--- config.mk ---
export PLATFORM = sky130hd
export DESIGN_NAME = link_act_bank
export DESIGN_NICKNAME = d
export VERILOG_FILES = /design/src/rtl/link_act_bank_pkg.sv /design/src/rtl/link_act_bank_chan.sv /design/src/rtl/link_act_bank.sv
export SDC_FILE = /design/constraint.sdc
export NUM_CORES = 1
export LEC_CHECK = 0
export CAP_MARGIN = 20
export CORE_ASPECT_RATIO = 1.1
export CORE_UTILIZATION = 40
export DETAILED_ROUTE_END_ITERATION = 12
export GPL_TIMING_DRIVEN = 0
export SLEW_MARGIN = 10
export SYNTH_ARGS = -nofsm -noshare
export SYNTH_HDL_FRONTEND = slang
export SYNTH_SLANG_ARGS = --single-unit
export TNS_END_PERCENT = 5
--- constraint.sdc ---
create_clock -name CLK -period 2.4 [get_ports CLK]
set_input_delay 0.48 -clock CLK [delete_from_list [all_inputs] [get_ports CLK]]
set_output_delay 0.48 -clock CLK [all_outputs]
set_load 0.02 [all_outputs]
--- src/rtl/link_act_bank_pkg.sv ---
// Shared constants and helpers for the status-LED bank.
package link_act_bank_pkg;

  localparam int DEF_PRESCALE   = 250000;
  localparam int DEF_ACT_HOLD   = 40;
  localparam int DEF_BLINK_HALF = 60;
  localparam int DEF_ERR_HOLD   = 500;
  localparam int DEF_ERR_HALF   = 15;

  // Bits needed to hold 0..v-1, never less than 1.
  function automatic int clog2(input int v);
    int r;
    r = 0;
    for (int i = 0; i < 31; i++) begin
      if ((1 << i) < v) r = i + 1;
    end
    return (r < 1) ? 1 : r;
  endfunction

endpackage

--- src/rtl/link_act_bank_chan.sv ---
// One LED channel: activity/error stretch counters and LED priority mux.
module link_act_chan
  import link_act_bank_pkg::*;
#(
  parameter int ACT_HOLD = DEF_ACT_HOLD,
  parameter int ERR_HOLD = DEF_ERR_HOLD
) (
  input  logic clk,
  input  logic rst_n,
  input  logic tick,
  input  logic blink_ph,
  input  logic flash_ph,
  input  logic locate,
  input  logic link,
  input  logic act,
  input  logic err,
  output logic led
);

  localparam int AW = clog2(ACT_HOLD + 1);
  localparam int EW = clog2(ERR_HOLD + 1);

  logic [AW-1:0] act_cnt;
  logic [EW-1:0] err_cnt;
  logic          act_busy;
  logic          err_busy;
  logic          led_nxt;

  assign act_busy = (act_cnt != '0);
  assign err_busy = (err_cnt != '0);

  always_comb begin
    led_nxt = 1'b1;
    unique case (1'b1)
      locate:                        led_nxt = flash_ph;
      !locate && err_busy:           led_nxt = flash_ph;
      !locate && !err_busy && !link: led_nxt = 1'b0;
      !locate && !err_busy && link
        && act_busy:                 led_nxt = blink_ph;
      default:                       led_nxt = 1'b1;
    endcase
  end

  // A fresh pulse reloads the hold even on a tick cycle.
  always_ff @(posedge clk) begin
    if (!rst_n) begin
      act_cnt <= '0;
      err_cnt <= '0;
      led     <= 1'b0;
    end else begin
      if (act)
        act_cnt <= AW'(ACT_HOLD);
      else if (tick && act_busy)
        act_cnt <= act_cnt - AW'(1);
      if (err)
        err_cnt <= EW'(ERR_HOLD);
      else if (tick && err_busy)
        err_cnt <= err_cnt - EW'(1);
      led <= led_nxt;
    end
  end

endmodule

--- src/rtl/link_act_bank.sv ---
// N-channel status-LED driver with shared prescaler and blink/flash phases.
module link_act_bank
  import link_act_bank_pkg::*;
#(
  parameter int NUM_CH     = 8,
  parameter int PRESCALE   = DEF_PRESCALE,
  parameter int ACT_HOLD   = DEF_ACT_HOLD,
  parameter int BLINK_HALF = DEF_BLINK_HALF,
  parameter int ERR_HOLD   = DEF_ERR_HOLD,
  parameter int ERR_HALF   = DEF_ERR_HALF
) (
  input  logic              CLK,
  input  logic              RST_N,
  input  logic [NUM_CH-1:0] LINK,
  input  logic [NUM_CH-1:0] ACT,
  input  logic [NUM_CH-1:0] ERR,
  input  logic              LOCATE,
  output logic [NUM_CH-1:0] LED,
  output logic              TICK
);

  localparam int PW = clog2(PRESCALE);
  localparam int BW = clog2(BLINK_HALF);
  localparam int FW = clog2(ERR_HALF);

  logic [PW-1:0] pre_cnt;
  logic [PW-1:0] pre_nxt;
  logic [BW-1:0] blink_cnt;
  logic [FW-1:0] flash_cnt;
  logic          blink_ph;
  logic          flash_ph;

  assign pre_nxt = (pre_cnt == PW'(PRESCALE - 1)) ? '0
                                                  : pre_cnt + PW'(1);

  // TICK is registered so it lines up with the count reaching its top.
  always_ff @(posedge CLK) begin
    if (!RST_N) begin
      pre_cnt <= '0;
      TICK    <= 1'b0;
    end else begin
      pre_cnt <= pre_nxt;
      TICK    <= (pre_nxt == PW'(PRESCALE - 1));
    end
  end

  always_ff @(posedge CLK) begin
    if (!RST_N) begin
      blink_cnt <= '0;
      blink_ph  <= 1'b0;
      flash_cnt <= '0;
      flash_ph  <= 1'b0;
    end else if (TICK) begin
      if (blink_cnt == BW'(BLINK_HALF - 1)) begin
        blink_cnt <= '0;
        blink_ph  <= ~blink_ph;
      end else begin
        blink_cnt <= blink_cnt + BW'(1);
      end
      if (flash_cnt == FW'(ERR_HALF - 1)) begin
        flash_cnt <= '0;
        flash_ph  <= ~flash_ph;
      end else begin
        flash_cnt <= flash_cnt + FW'(1);
      end
    end
  end

  for (genvar i = 0; i < NUM_CH; i++) begin : g_ch
    link_act_chan #(
      .ACT_HOLD (ACT_HOLD),
      .ERR_HOLD (ERR_HOLD)
    ) u_chan (
      .clk      (CLK),
      .rst_n    (RST_N),
      .tick     (TICK),
      .blink_ph (blink_ph),
      .flash_ph (flash_ph),
      .locate   (LOCATE),
      .link     (LINK[i]),
      .act      (ACT[i]),
      .err      (ERR[i]),
      .led      (LED[i])
    );
  end

endmodule
==> After elaboration in Yosys (flattened, before gate mapping) <==
Cells that the tools add are included.
{ "totals": {"memories": 0, "latch_bits": 0, "ram_bits": 0, "rom_bits": 0, "inputBits": 27, "register_bits": 159, "output_inout_bits": 9} }
{ "op_classes": {"bitwise_logic": 3, "div": 0, "n_lt_le_gt_ge": 0, "n_shift": 0, "n_mul": 0, "n_mux": 43, "n_reduce_logical": 131, "add_sub_neg": 19, "eq_ne": 4} }
{ "ops": {"columns": ["cell", "n"], "rows": [
  ["9-bit 2-to-1 mux", 16],
  ["6-bit 2-to-1 mux", 17],
  ["9-bit nonzero test", 8],
  ["9-bit by 1-bit subtractor with 9-bit output, second input constant", 8],
  ["1-bit logical AND", 56],
  ["6-bit nonzero test", 8],
  ["2-bit OR reduction", 24],
  ["6-bit by 1-bit subtractor with 6-bit output, second input constant", 8],
  ["18-bit equality test, second input constant", 2],
  ["2-bit nonzero test", 16],
  ["1-bit case mux with 3 select lines", 8],
  ["18-bit by 1-bit adder with 18-bit output, second input constant", 1],
  ["18-bit 2-to-1 mux", 1],
  ["1-bit zero test", 17],
  ["6-bit by 1-bit adder with 6-bit output, second input constant", 1],
  ["6-bit equality test, second input constant", 1],
  ["4-bit by 1-bit adder with 4-bit output, second input constant", 1],
  ["4-bit equality test, second input constant", 1],
  ["4-bit 2-to-1 mux", 1],
  ["2-bit AND reduction", 2],
  ["1-bit inverter", 3]
]} }

==> Logic depth before layout (Yosys ltp) <==
{ "logic_depth": {"depth_word": 6, "depth_mapped": 8, "depth_no_buf": 7} }

==> Cells and area by module <==
Synthesis repeated with hierarchy kept, for this count alone.
{ "hier_totals": {"hier_cells": 899, "hier_area_um2": 8516.9} }
{ "by_module_without_submodules": {"columns": ["mod", "seq_area_each_um2", "area_each_um2", "cells_each", "n_inst"], "rows": [
  ["link_act_chan", 320.3, 855.8, 89, 8],
  ["link_act_bank", 620.6, 1670.4, 187, 1]
]} }

==> Worst setup path after synthesis <==
No wires, ideal clock.
{ "synth_path": {"path_kind": "reg2reg", "startpoint": "register g_ch[0].u_chan.err_cnt[4]", "endpoint": "register g_ch[0].u_chan.err_cnt[5]", "setup_ns": 0.115, "synth_period_minus_slack_ns": 1.992, "path_slack_ns": 0.408, "path_stages_with_launch": 6, "n_path_buf": 0, "t_arrival_ns": 1.878, "t_required_ns": 2.285, "cell_sequence": "dfxtp_1 > or4_1 > o41ai_2 > nor4_1 > xor2_1 > o21a_1"} }
{ "synth_between": {"elab_chain_len": 3, "word_cells_on_any_way": 6} }
{ "synth_lines": {"columns": ["element", "line", "source"], "rows": [
  ["start: declaration", "link_act_bank_chan.sv:24", "logic [EW-1:0] err_cnt;"],
  ["start signal: assignment", "link_act_bank_chan.sv:56", "err_cnt <= EW'(ERR_HOLD);"],
  ["start signal: assignment", "link_act_bank_chan.sv:58", "err_cnt <= err_cnt - EW'(1);"],
  ["9-bit by 1-bit subtractor with 9-bit output or 9-bit nonzero test (tied branches)", "link_act_bank_chan.sv:58, link_act_bank_chan.sv:30", null],
  ["9-bit 2-to-1 mux or 1-bit logical AND (tied branches)", "link_act_bank_chan.sv:57", "else if (tick && err_busy)"],
  ["9-bit 2-to-1 mux or 2-bit nonzero test (tied branches)", null, null]
]} }
Several ways; a longest one is shown, not always the timed one. The select of a mux whose other input is x is not followed.
A chain may end at the register's enable or synchronous reset.

==> Worst setup path after layout <==
{ "layout_path": {"startpoint": "input RST_N", "endpoint": "register g_ch[2].u_chan.led"} }
{ "layout_lines": {"columns": ["element", "line", "source"], "rows": [
  ["start: declaration", "link_act_bank.sv:13", "input logic RST_N,"],
  ["end signal: assignment", "link_act_bank_chan.sv:59", "led <= led_nxt;"],
  ["end: declaration", "link_act_bank_chan.sv:17", "output logic led"]
]} }
No word-level cell between the ends.

==> impl_results.md <==
- Hold Fails Final Rpt: 0
- Crit path max-delay family: buffers and inverters
- RePlAce Congestion: ~0.83
- IO Count: 36
- Starting DRC count in detailed routing: roughly 330
- CTS sink count: 159
- Largest net degree at the start of global routing: 17
- Worst r2r path cells: 6
- TritonCTS Buffers: 17
- FF-to-FF setup slack: about 0.12 ns
- Most used cell, CP: clkbuf_1
- Die ar.: around 0.020 sq mm
- WL final: ~17,000 um
- WHS Path Cells: 2
- Area delta synth->final: 16.6%
- CP Launch Type: input pin
- Gr ovfl total: 0
- Share of synthesized area occupied by flip-flops and latches: 0.413
- Clk_lat worst skew: 0.43 ns
- Placed cells: roughly 1,200
- Setup TNS: 0 ns
- CTS clk-pin slew, worst paths: about 0.06 ns
- Critical path peak fanout: 10
- Worst slew margin: 0.422
- Ys flop type: dfxtp_1
- Worst path max stage delay: slightly below 0.6 ns
- Clock Tree Root: clkbuf_16
- Worst setup path start: RST_N
- CP Class: in2reg
- Mapped Cells: around 900
- Final ANT Viol Nets: 0
- Status: finished, final reports clean
- Hold WC Path Type: reg2reg
- First-pass GRT wire length: about 29,000 um
- Number of flops mapped to enable cells by yosys: 0
- Yosys reg bits: 159
- GRT busiest layer: met2
- Final HPWL DP: 11,800 um
- GRT met2 Usage: 0.301
- Fraction of layout cells with a size suffix above 1: 0.0729
- Synth warn: 0
- Final Non-Filler Cells: ~1,200
- Leakage power: roughly 3.2 nW
- Max Cap Violations: 0
- Crit end category: register
- DRC errors left: 0
- Max clock buf depth: 2
- DR pass1 iterations: 5
- Mapped Nets: 930
- WL/cell: 14.2 um
- Antenna violations before repair: 0
- Fin crit share: 0.965
- RR Startpoint: pre_cnt[0]$_SDFF_PN0_
- Unique masters post-synth: 53
- Critical-path top delay cell: clkbuf_1
- Worst slew pin tran: about 0.86 ns
- Mean Syn Cell Area: just under 9 sq um
- Fin. max-slew vios: 0
- RSZ-0062 raised after global routing: yes
- Critical Path RT: approximately 2.8 ns
- Die Wd: approximately 130 um
- Global routing usage on met3: 0.0367
- Post-DP Area: between 0.008 and 0.009 sq mm
- Post-CTS Setup Inserts: 0
- Vias per inst: 5.14
- # diodes: 0
- Setup violators final: 0
- Design area: 0.00898 sq mm
- Async SR Flop Fraction: 0
- Buf+Inv Stages, Crit Path: 4
- PwrDens: ~670 mW/mm^2
- Max IR drop VDD: around 0.00047 V
- Number of fill cells: 1,864
- CP cell instances: clkdlybuf4s50_1, clkbuf_2, clkbuf_1, clkbuf_1, o21a_1
- Die height: approximately 150 um
- Initial core utilization: 0.414
- Quantity of hold-fixing buffers added after cts: 0
- CTS tree: yes
- Tmin final: roughly 2.3 ns
- CP Depth: 5
- RR Endpoint: TICK$_SDFF_PN0_
- Cell Area, Synth: roughly 0.0077 sq mm
- Vias: between 6,000 and 7,000
- Core area: roughly 0.019 sq mm
- Nets: just under 1,000
- Cell Rows: 52
- CP arrival: ~2.7 ns
- Vias in the first global route: about 5,800
- Critical Path Sink: g_ch[2].u_chan.led$_SDFF_PN0_
- PortBufs: 35
- Met1 GRT Util: 0.237
- GR Util All Layers: 0.182
- Fin Clk Skew: 0.0100 ns
- Fmax achieved: about 0.43 GHz
- CTS H-tree depth: 4
worst register-to-register path, stage by stage (launching register included):
cell       delay [ns]
dfxtp_1          0.41
ha_1             0.29
nand4_1          0.25
or4_1            0.57
o21ai_2          0.33
a2111oi_0        0.15
o2111a_1         0.17
how the worst min path moves through the flow:
stage          slack (ns)                                    from                                     end
6_report             0.47  g_ch[1].u_chan.err_cnt[1]$_SDFFE_PP0P_  g_ch[1].u_chan.err_cnt[1]$_SDFFE_PP0P_
5_1_grt              0.49  g_ch[0].u_chan.err_cnt[1]$_SDFFE_PP0P_  g_ch[0].u_chan.err_cnt[1]$_SDFFE_PP0P_
4_1_cts              0.47  g_ch[1].u_chan.err_cnt[1]$_SDFFE_PP0P_  g_ch[1].u_chan.err_cnt[1]$_SDFFE_PP0P_
3_5_place_dp         0.46  g_ch[1].u_chan.err_cnt[1]$_SDFFE_PP0P_  g_ch[1].u_chan.err_cnt[1]$_SDFFE_PP0P_
3_3_place_gp         0.46  g_ch[1].u_chan.err_cnt[1]$_SDFFE_PP0P_  g_ch[1].u_chan.err_cnt[1]$_SDFFE_PP0P_
2_1_floorplan        0.44  g_ch[1].u_chan.err_cnt[1]$_SDFFE_PP0P_  g_ch[1].u_chan.err_cnt[1]$_SDFFE_PP0P_
repair_timing:
action,in CTS,in global routing
hold endpoints to repair,0,0
endpoints found under the setup margin,99,35
resized for setup,4,2
pin swaps,0,0
flip-flops by register name, indices dropped and copies added (netlist names), 4 cells and up:
signal and count:
g_ch.u_chan.err_cnt 72, flash_cnt 4, pre_cnt 18, blink_cnt 6, g_ch.u_chan.act_cnt 48, g_ch.u_chan.led 8
layout by cell type, fill, tap and decap left out, types with 7 or more instances in the layout:
master | Yosys | layout
xnor2_1 | 54 | 54
or3_1 | 12 | 12
a31oi_1 | 11 | 11
buf_4 | 9 | 9
nand4b_1 | 7 | 7
inv_1 | 50 | 50
a21oi_1 | 20 | 20
nor2b_1 | 8 | 8
nand2_1 | 40 | 40
ha_1 | 22 | 22
a211oi_1 | 15 | 15
nand3_1 | 22 | 22
and2_1 | 10 | 10
nand4_1 | 14 | 14
nor3_1 | 47 | 47
nand2b_1 | 16 | 16
o21a_1 | 33 | 33
xor2_1 | 51 | 51
a21boi_0 | 36 | 36
clkbuf_1 | 22 | 18
nor2_1 | 117 | 117
clkbuf_16 | 0 | 17
clkdlybuf4s50_1 | 0 | 35
dfxtp_1 | 159 | 158
o21ai_0 | 16 | 16
or4_1 | 11 | 11
nor4_1 | 11 | 10
cells by family after synthesis:
group           synth area share
simple gates               0.224
compound gates             0.157
flops                      0.413
xor+xnor                   0.119
buf+inv                   0.0481
fa+ha+maj                 0.0358
mux                      0.00260
metal layers:
layer,wire [um],up-vias
met4,231,0
met3,467,19
met2,7830,73
met1,8340,2854
met5,0,-
li1,-,3176
power breakdown:
group | total [mW] | internal, mW | switching (mW) | leakage (nW)
combinational | 0.369 | 0.174 | 0.195 | 1.58
clock | 2.82 | 1.70 | 1.13 | 0.281
sequential | 2.79 | 2.72 | 0.0708 | 1.30
total | 5.98 | 4.59 | 1.39 | 3.16
layout make-up:
| class | count | area (sq um) | area share |
|---|---|---|---|
| inverter | 50 | 188 | 0.0209 |
| multi-input combinational | 634 | 4150 | 0.463 |
| tap | 243 | 304 | 0.0339 |
| buffer | 37 | 184 | 0.0205 |
| sequential | 159 | 3180 | 0.355 |
| clock buffer | 20 | 457 | 0.0509 |
| clock inverter | 12 | 158 | 0.0176 |
| timing repair buffer | 35 | 350 | 0.0390 |
Yosys cell counts (5+ instances only):
cell type    n  area, sq um
dfxtp_1    159         3180
nor2b_1      8         50.1
nor3_1      47          235
a31oi_1     11         68.8
or2_2        5         31.3
o21ai_0     16         80.1
nor4_1      11         68.8
nand4_1     14         87.6
o21a_1      33          248
or4_1       11         82.6
buf_4        9         67.6
inv_1       50          188
or3_1       12         75.1
nand4b_1     7         61.3
ha_1        22          275
nor2_1     117          439
and2_1      10         62.6
clkbuf_1    22         82.6
xor2_1      51          447
a21oi_1     20          100
a211oi_1    15          113
xnor2_1     54          473
buf_2        5         25.0
and3_1       6         37.5
nand2_1     40          150
nand3_1     22          110
a21boi_0    36          270
o311ai_0     6         52.6
a41oi_1      5         43.8
nand2b_1    16          100
metrics by stage:
step	setup slack [ns]	hold WS, ns	power (mW)	utilization
finish	0.0828	0.468	5.98	0.482
global route	-0.0738	0.493	6.20	0.482
CTS	0.0258	0.467	6.04	0.482
detailed placement	-0.804	0.458	3.22	0.449
global placement	-0.744	0.458	3.22	0.449
floorplan	0.408	0.443	3.08	-
(Power assumes the default switching activity.)
